## config.mk

```make
export PLATFORM = sky130hd
export DESIGN_NAME = video_ser_tx
export DESIGN_NICKNAME = d
export VERILOG_FILES = /design/src/rtl/video_ser_tx_pkg.sv /design/src/rtl/video_ser_tx_sync_fall_edge.sv /design/src/rtl/video_ser_tx.sv
export SDC_FILE = /design/constraint.sdc
export NUM_CORES = 1
export LEC_CHECK = 0
export CAP_MARGIN = 10
export CORE_MARGIN = 3
export CORE_UTILIZATION = 35
export DETAILED_ROUTE_END_ITERATION = 12
export PLACE_DENSITY_LB_ADDON = 0.2
export SYNTH_ARGS = -nofsm -noshare
export SYNTH_HDL_FRONTEND = slang
export SYNTH_SLANG_ARGS = --single-unit
```

## constraint.sdc

```tcl
create_clock -name CLK_SERVID -period 2.1 [get_ports CLK_SERVID]
set_input_delay 0.315 -clock CLK_SERVID [delete_from_list [all_inputs] [get_ports CLK_SERVID]]
set_output_delay 0.315 -clock CLK_SERVID [all_outputs]
set_load 0.01 [all_outputs]
```

## src/rtl/video_ser_tx_pkg.sv

```systemverilog
// ============================================================================
// Module      : video_ser_tx_pkg
// Description : Shared FSM encodings and frame timing for the serial video TX.
// Revision    : 1.0 - initial release
// ============================================================================
`timescale 1ns/1ps
`default_nettype none

package video_ser_tx_pkg;

    typedef enum logic [1:0] {
        IDLE  = 2'd0,
        SHIFT = 2'd1,
        LATCH = 2'd2
    } state_t;

    localparam int c_frame_len = 16;
    localparam int c_latch_len = 2;

endpackage

`default_nettype wire

```

## src/rtl/video_ser_tx_sync_fall_edge.sv

```systemverilog
// ============================================================================
// Module      : sync_fall_edge
// Description : Multi-stage synchronizer with registered falling-edge strobe.
// Revision    : 1.0 - initial release
// ============================================================================
`timescale 1ns/1ps
`default_nettype none

module sync_fall_edge #(
    parameter int SYNC_STAGES = 2
) (
    input  logic clk,
    input  logic rst,
    input  logic i_async,
    output logic o_fall
);

    logic [SYNC_STAGES-1:0] r_sync;
    logic                   r_hist;
    logic                   r_fall;

    // History resets low so a line held low across reset never looks like an edge.
    always_ff @(posedge clk) begin
        if (rst) begin
            r_sync <= '0;
            r_hist <= 1'b0;
            r_fall <= 1'b0;
        end else begin
            r_sync <= {r_sync[SYNC_STAGES-2:0], i_async};
            r_hist <= r_sync[SYNC_STAGES-1];
            r_fall <= r_hist & ~r_sync[SYNC_STAGES-1];
        end
    end

    assign o_fall = r_fall;

endmodule

`default_nettype wire

```

## src/rtl/video_ser_tx.sv

```systemverilog
// ============================================================================
// Module      : video_ser_tx
// Description : Captures RGB pixels at the 6 MHz rate and shifts them out on
//               three serial lanes with bit clock and latch strobe.
// Revision    : 1.0 - initial release
// ============================================================================
`timescale 1ns/1ps
`default_nettype none

module video_ser_tx
    import video_ser_tx_pkg::*;
#(
    parameter int DATA_W      = 7,
    parameter int SYNC_STAGES = 2
) (
    input  logic              CLK_SERVID,
    input  logic              RESET,
    input  logic              CLK_6MB,
    input  logic              nBNKB,
    input  logic [DATA_W-1:0] VIDEO_R,
    input  logic [DATA_W-1:0] VIDEO_G,
    input  logic [DATA_W-1:0] VIDEO_B,
    input  logic              OVR_CLR,
    output logic              VIDEO_R_SER,
    output logic              VIDEO_G_SER,
    output logic              VIDEO_B_SER,
    output logic              VIDEO_CLK_SER,
    output logic              VIDEO_LAT_SER,
    output logic              OVERRUN
);

    localparam logic [2:0] c_last_bit   = 3'((c_frame_len - c_latch_len) / 2 - 1);
    localparam logic       c_latch_last = 1'(c_latch_len - 1);

    logic                  w_strobe;
    logic [3*DATA_W-1:0]   r_hold;
    logic                  r_pending;
    logic                  r_overrun;
    logic                  w_load;

    state_t                r_state, w_state_nxt;
    logic                  r_phase, w_phase_nxt;
    logic [2:0]            r_bitcnt, w_bitcnt_nxt;
    logic [DATA_W-1:0]     r_sh_r, r_sh_g, r_sh_b;
    logic [DATA_W-1:0]     w_sh_r_nxt, w_sh_g_nxt, w_sh_b_nxt;
    logic                  r_r_ser, r_g_ser, r_b_ser, r_clk_ser, r_lat_ser;
    logic                  w_r_ser_nxt, w_g_ser_nxt, w_b_ser_nxt;
    logic                  w_clk_ser_nxt, w_lat_ser_nxt, w_lane_en;

    sync_fall_edge #(
        .SYNC_STAGES (SYNC_STAGES)
    ) u_sync (
        .clk     (CLK_SERVID),
        .rst     (RESET),
        .i_async (CLK_6MB),
        .o_fall  (w_strobe)
    );

    // A load in the same cycle as a strobe takes the old HOLD; the new pixel stays pending.
    always_ff @(posedge CLK_SERVID) begin
        if (RESET) begin
            r_hold    <= '0;
            r_pending <= 1'b0;
            r_overrun <= 1'b0;
        end else begin
            if (w_strobe) begin
                r_hold    <= nBNKB ? {VIDEO_R, VIDEO_G, VIDEO_B} : '0;
                r_pending <= 1'b1;
            end else if (w_load) begin
                r_pending <= 1'b0;
            end
            if (w_strobe && r_pending && !w_load) begin
                r_overrun <= 1'b1;
            end else if (OVR_CLR) begin
                r_overrun <= 1'b0;
            end
        end
    end

    always_ff @(posedge CLK_SERVID) begin
        if (RESET) begin
            r_state   <= IDLE;
            r_phase   <= 1'b0;
            r_bitcnt  <= '0;
            r_sh_r    <= '0;
            r_sh_g    <= '0;
            r_sh_b    <= '0;
            r_r_ser   <= 1'b0;
            r_g_ser   <= 1'b0;
            r_b_ser   <= 1'b0;
            r_clk_ser <= 1'b0;
            r_lat_ser <= 1'b0;
        end else begin
            r_state   <= w_state_nxt;
            r_phase   <= w_phase_nxt;
            r_bitcnt  <= w_bitcnt_nxt;
            r_sh_r    <= w_sh_r_nxt;
            r_sh_g    <= w_sh_g_nxt;
            r_sh_b    <= w_sh_b_nxt;
            r_r_ser   <= w_r_ser_nxt;
            r_g_ser   <= w_g_ser_nxt;
            r_b_ser   <= w_b_ser_nxt;
            r_clk_ser <= w_clk_ser_nxt;
            r_lat_ser <= w_lat_ser_nxt;
        end
    end

    // Outputs are registered from the next-state values so they line up with the state.
    always_comb begin
        w_state_nxt  = r_state;
        w_phase_nxt  = r_phase;
        w_bitcnt_nxt = r_bitcnt;
        w_sh_r_nxt   = r_sh_r;
        w_sh_g_nxt   = r_sh_g;
        w_sh_b_nxt   = r_sh_b;
        w_load       = 1'b0;

        case (r_state)
            IDLE: begin
                if (r_pending) begin
                    w_load = 1'b1;
                end
            end
            SHIFT: begin
                if (!r_phase) begin
                    w_phase_nxt = 1'b1;
                end else begin
                    w_phase_nxt = 1'b0;
                    w_sh_r_nxt  = r_sh_r << 1;
                    w_sh_g_nxt  = r_sh_g << 1;
                    w_sh_b_nxt  = r_sh_b << 1;
                    if (r_bitcnt == c_last_bit) begin
                        w_state_nxt  = LATCH;
                        w_bitcnt_nxt = '0;
                    end else begin
                        w_bitcnt_nxt = r_bitcnt + 3'd1;
                    end
                end
            end
            LATCH: begin
                if (r_phase == c_latch_last) begin
                    w_phase_nxt = 1'b0;
                    if (r_pending) begin
                        w_load = 1'b1;
                    end else begin
                        w_state_nxt = IDLE;
                    end
                end else begin
                    w_phase_nxt = 1'b1;
                end
            end
            default: begin
                w_state_nxt = IDLE;
            end
        endcase

        if (w_load) begin
            w_state_nxt  = SHIFT;
            w_phase_nxt  = 1'b0;
            w_bitcnt_nxt = '0;
            w_sh_r_nxt   = r_hold[3*DATA_W-1:2*DATA_W];
            w_sh_g_nxt   = r_hold[2*DATA_W-1:DATA_W];
            w_sh_b_nxt   = r_hold[DATA_W-1:0];
        end

        w_lane_en     = (w_state_nxt == SHIFT);
        w_r_ser_nxt   = w_lane_en & w_sh_r_nxt[DATA_W-1];
        w_g_ser_nxt   = w_lane_en & w_sh_g_nxt[DATA_W-1];
        w_b_ser_nxt   = w_lane_en & w_sh_b_nxt[DATA_W-1];
        w_clk_ser_nxt = w_lane_en & w_phase_nxt;
        w_lat_ser_nxt = (w_state_nxt == LATCH);
    end

    assign VIDEO_R_SER   = r_r_ser;
    assign VIDEO_G_SER   = r_g_ser;
    assign VIDEO_B_SER   = r_b_ser;
    assign VIDEO_CLK_SER = r_clk_ser;
    assign VIDEO_LAT_SER = r_lat_ser;
    assign OVERRUN       = r_overrun;

endmodule

`default_nettype wire

```

==> metrics.md <==
| Metric | Value |
|---|---|
| Combinational power share | `between 3 and 4%` |
| # hold bufs at CTS | `0` |
| Crit path largest cell delay | `~0.45 ns` |
| Num CTS Buffers | `9` |
| Die height | `91.06 um` |
| RSZ-0062 raised after global routing | `false` |
| Skew final | `0.004710 ns` |
| Highest Clock Rate | `between 500 and 600 MHz` |
| Total of fill cells in the finished design | `688` |
| Max Cap Viol | `0` |
| Slew headroom | `41.93%` |
| Worst-path clk slew | `0.07 ns` |
| GRT overflow | `0` |
| Drt drc | `0` |
| Worst Setup Start Kind | `register` |
| Net Sw Power | `just under 0.5 mW` |
| ANT cells | `0` |
| First-pass GRT wire length | `8970 um` |
| H-tree depth | `3` |
| Initial Utilization | `a little under two fifths` |
| Crit path max-delay cell type | `dfxtp_1` |
| CTS tree | `done` |
| Synthesis Warnings | `0` |
| Syn_area_per_cell | `between 9 and 10 um2` |
| Sequential-to-total area share from yosys stat | `46.64%` |
| Via density | `4.941` |
| Switching Share | `about a fifth` |
| DR iter-0 viols | `67` |
| Delay-heaviest family, CP | `simple AND/OR/NAND/NOR gates` |
| WP data required | `2.35 ns` |
| Cell Rows | `30` |
| Clock sinks | `59` |
| Clock Tree Root | `clkbuf_8` |
| Outcome | `completed` |
| Sequential share of power | `45.6%` |
| Distinct cells, synth | `44` |
| Die area | `8292 um2` |
| Routed length per placed instance | `~13 um` |
| Port Buffer Count | `31` |
| DRT Pass-1 Iters | `4` |
| Hpwl dp | `3401 um` |
| WS Path Type | `register to register` |
| PwrDens | `780.7 nW/um2` |
| CP Cell Sequence | `inv_1 > ha_1 > o21a_4 > nor2_4 > a221oi_1 > nor3_1` |
| Mapped Nets | `290` |
| Largest net degree at the start of global routing | `32` |
| Layout cells sized above 1 | `17.85%` |
| CP endpoint kind | `register` |
| Fin crit share | `89.59%` |
| Crit path buffers/inverters | `1` |
| Routed Antenna Nets | `0` |
| Layout area overhead | `25.30%` |
| Maximum vdd drop | `about 430 uV` |
| Worst-path maximum fanout | `15` |
| Hold crit path type | `register to register` |
| Vias in the first global route | `1899` |
| Total internal power | `1.997 mW` |
| Clock Power Share | `50.5%` |
| Core ar. | `a little under 7000 um2` |
| Gp weighted congestion | `0.7606` |
| Leakage Power | `~1.2 nW` |
| Later-pin clock latency in the skew report | `between 0.3 and 0.4 ns` |
| Crit path DAT | `about 2.1 ns` |
| Synthesized area | `2532 um2` |
| Via count | `1942` |
| Reg area | `1181 um2` |
| Nets@finish | `322` |
| Post-Syn Instances | `260` |
| Die Span X | `between 90 and 100 um` |
| Max Root-Sink Buffers | `2` |
| Final Worst Setup Slack | `0.2186 ns` |
| #FFs+latches synth | `59` |
| Multi-input gate area | `1241 um2` |
| Final setup viols | `0` |
| Tmin final | `1.881 ns` |
| Tot GR Track Use | `13.46%` |
| Ports | `32` |
| Pins Over Slew Limit | `0` |
| Slew at the pin closest to its max-slew limit | `0.8710 ns` |
| Initial antenna violation count | `0` |
| Pre-CTS setup slack | `roughly 0.13 ns` |
| TNS Setup | `0 ns` |
| Total power | `between 2 and 2.5 mW` |
| WL final | `5182 um` |
| Final hold violations | `0` |
registers in the layout, summed over array words and instances (netlist names):
name and flops:
VIDEO_CLK_SER 1, r_hold 21, r_sh_b 7, VIDEO_LAT_SER 1, r_pending 1, VIDEO_G_SER 1, u_sync.o_fall 1, VIDEO_R_SER 1
r_phase 1, VIDEO_B_SER 1, r_sh_r 7, r_bitcnt 3, r_sh_g 7, u_sync.r_hist 1, r_state 2, OVERRUN 1
u_sync.r_sync 2
Yosys cell counts, drive strengths merged:
library cell	number	area, um2
a22oi	3	22.52
nor2b	27	168.9
a21o	1	7.510
nand2b	3	18.77
nor3	18	130.1
o21a	1	15.01
a21oi	27	150.2
clkbuf	10	38.78
inv	3	11.26
nor3b	2	15.01
and3b	1	8.760
or3	1	6.260
mux2i	3	30.03
a31oi	1	6.260
nand2	3	13.77
a221oi	16	183.9
o221ai	1	26.28
nand4b	1	8.760
dfxtp	59	1181
a32oi	1	8.760
buf	8	62.56
o21ai	2	10.01
a211o	1	8.760
and4b	1	13.76
o221a	1	20.02
ha	4	50.05
a2111oi	4	53.80
a211oi	6	50.05
nand3	1	5.000
xnor2	1	8.760
nor2	47	183.9
and2	2	13.77
power groups by stage:
stage,clock network (mW),registers [mW],logic [mW]
after global placement,0,1.16,0.0961
after global routing,1.34,1.13,0.103
final,1.25,1.13,0.0946
after detailed placement,0,1.16,0.0964
after floorplan,0,1.15,0.0399
after CTS,1.28,1.13,0.0963
routing by layer:
layer / routed length (um) / GRT usage [%] / up-vias
li1: - / - / 989
met1: 2474 / 17.02 / 917
met2: 2445 / 21.15 / 25
met3: 157 / 3.480 / 11
met4: 104 / 6.784 / 0
met5: 0 / 0 / -
worst register-to-register path, cell delays in order (launching register included):
cell	delay, ns
dfxtp_1	0.45
inv_1	0.10
ha_1	0.28
o21a_4	0.25
nor2_4	0.37
a221oi_1	0.16
nor3_1	0.20
logic make-up after synthesis:
family | after synthesis | share of synthesized area [%]
AOI/OAI and AO/OA | 65 | 22.23
xor gates and xnor gates | 1 | 0.3459
adders and majority gates | 4 | 1.976
buffers and inverters | 21 | 4.446
DFF | 59 | 46.64
muxes | 3 | 1.186
and+or+nand+nor | 107 | 23.17
stage by stage:
stage	utilization (%)	hold slack, ns	instances	area (um2)
floorplan	-	0.3885	260	2532
global placement	42.41	0.4053	377	2929
detailed placement	42.41	0.4091	377	2929
CTS	45.91	0.4172	393	3171
global route	45.94	0.4486	393	3173
finish	45.94	0.4113	393	3173
layout make-up:
class,instances,area share (%)
Clock inverter,5,3.155
Sequential cell,59,37.22
Clock buffer,11,4.456
Tap cell,96,3.785
Multi-Input combinational cell,180,39.12
Timing Repair Buffer,39,11.91
Inverter,3,0.3549
cells in the final DEF, fill, tap and decap left out, types with 3 or more instances in the layout:
cell type        netlist  routed
clkdlybuf4s50_1        0      30
a21oi_1               25      25
nor2b_1               27      27
mux2i_1                3       3
dfxtp_1               59      59
nor3_2                 8       8
a211oi_1               5       5
a221oi_1               9       9
clkbuf_8               0      10
a2111oi_2              3       3
a221oi_2               7       7
bufinv_16              0       3
nor3_1                10      10
inv_1                  3       3
nor2_1                46      46
ha_1                   4       4
a22oi_1                3       3
buf_4                  4       7
final timing paths:
| check | from | endpoint | slack, ns | cells after the start |
|---|---|---|---|---|
| min | u_sync.r_sync[1] | u_sync.o_fall | 0.41 | 1 |
| min reg2reg | u_sync.r_sync[1] | u_sync.o_fall | 0.41 | 1 |
| max | r_state[1] | r_sh_g[3] | 0.22 | 6 |
| max reg2reg | r_state[1] | r_sh_g[3] | 0.22 | 6 |
repair_timing:
action                     in CTS  in global routing
setup endpoints to repair       0                  3
buffers inserted                0                  0
gates resized for setup         0                  1
hold endpoints to repair        0                  0
Power figures use the tool's default switching activity.
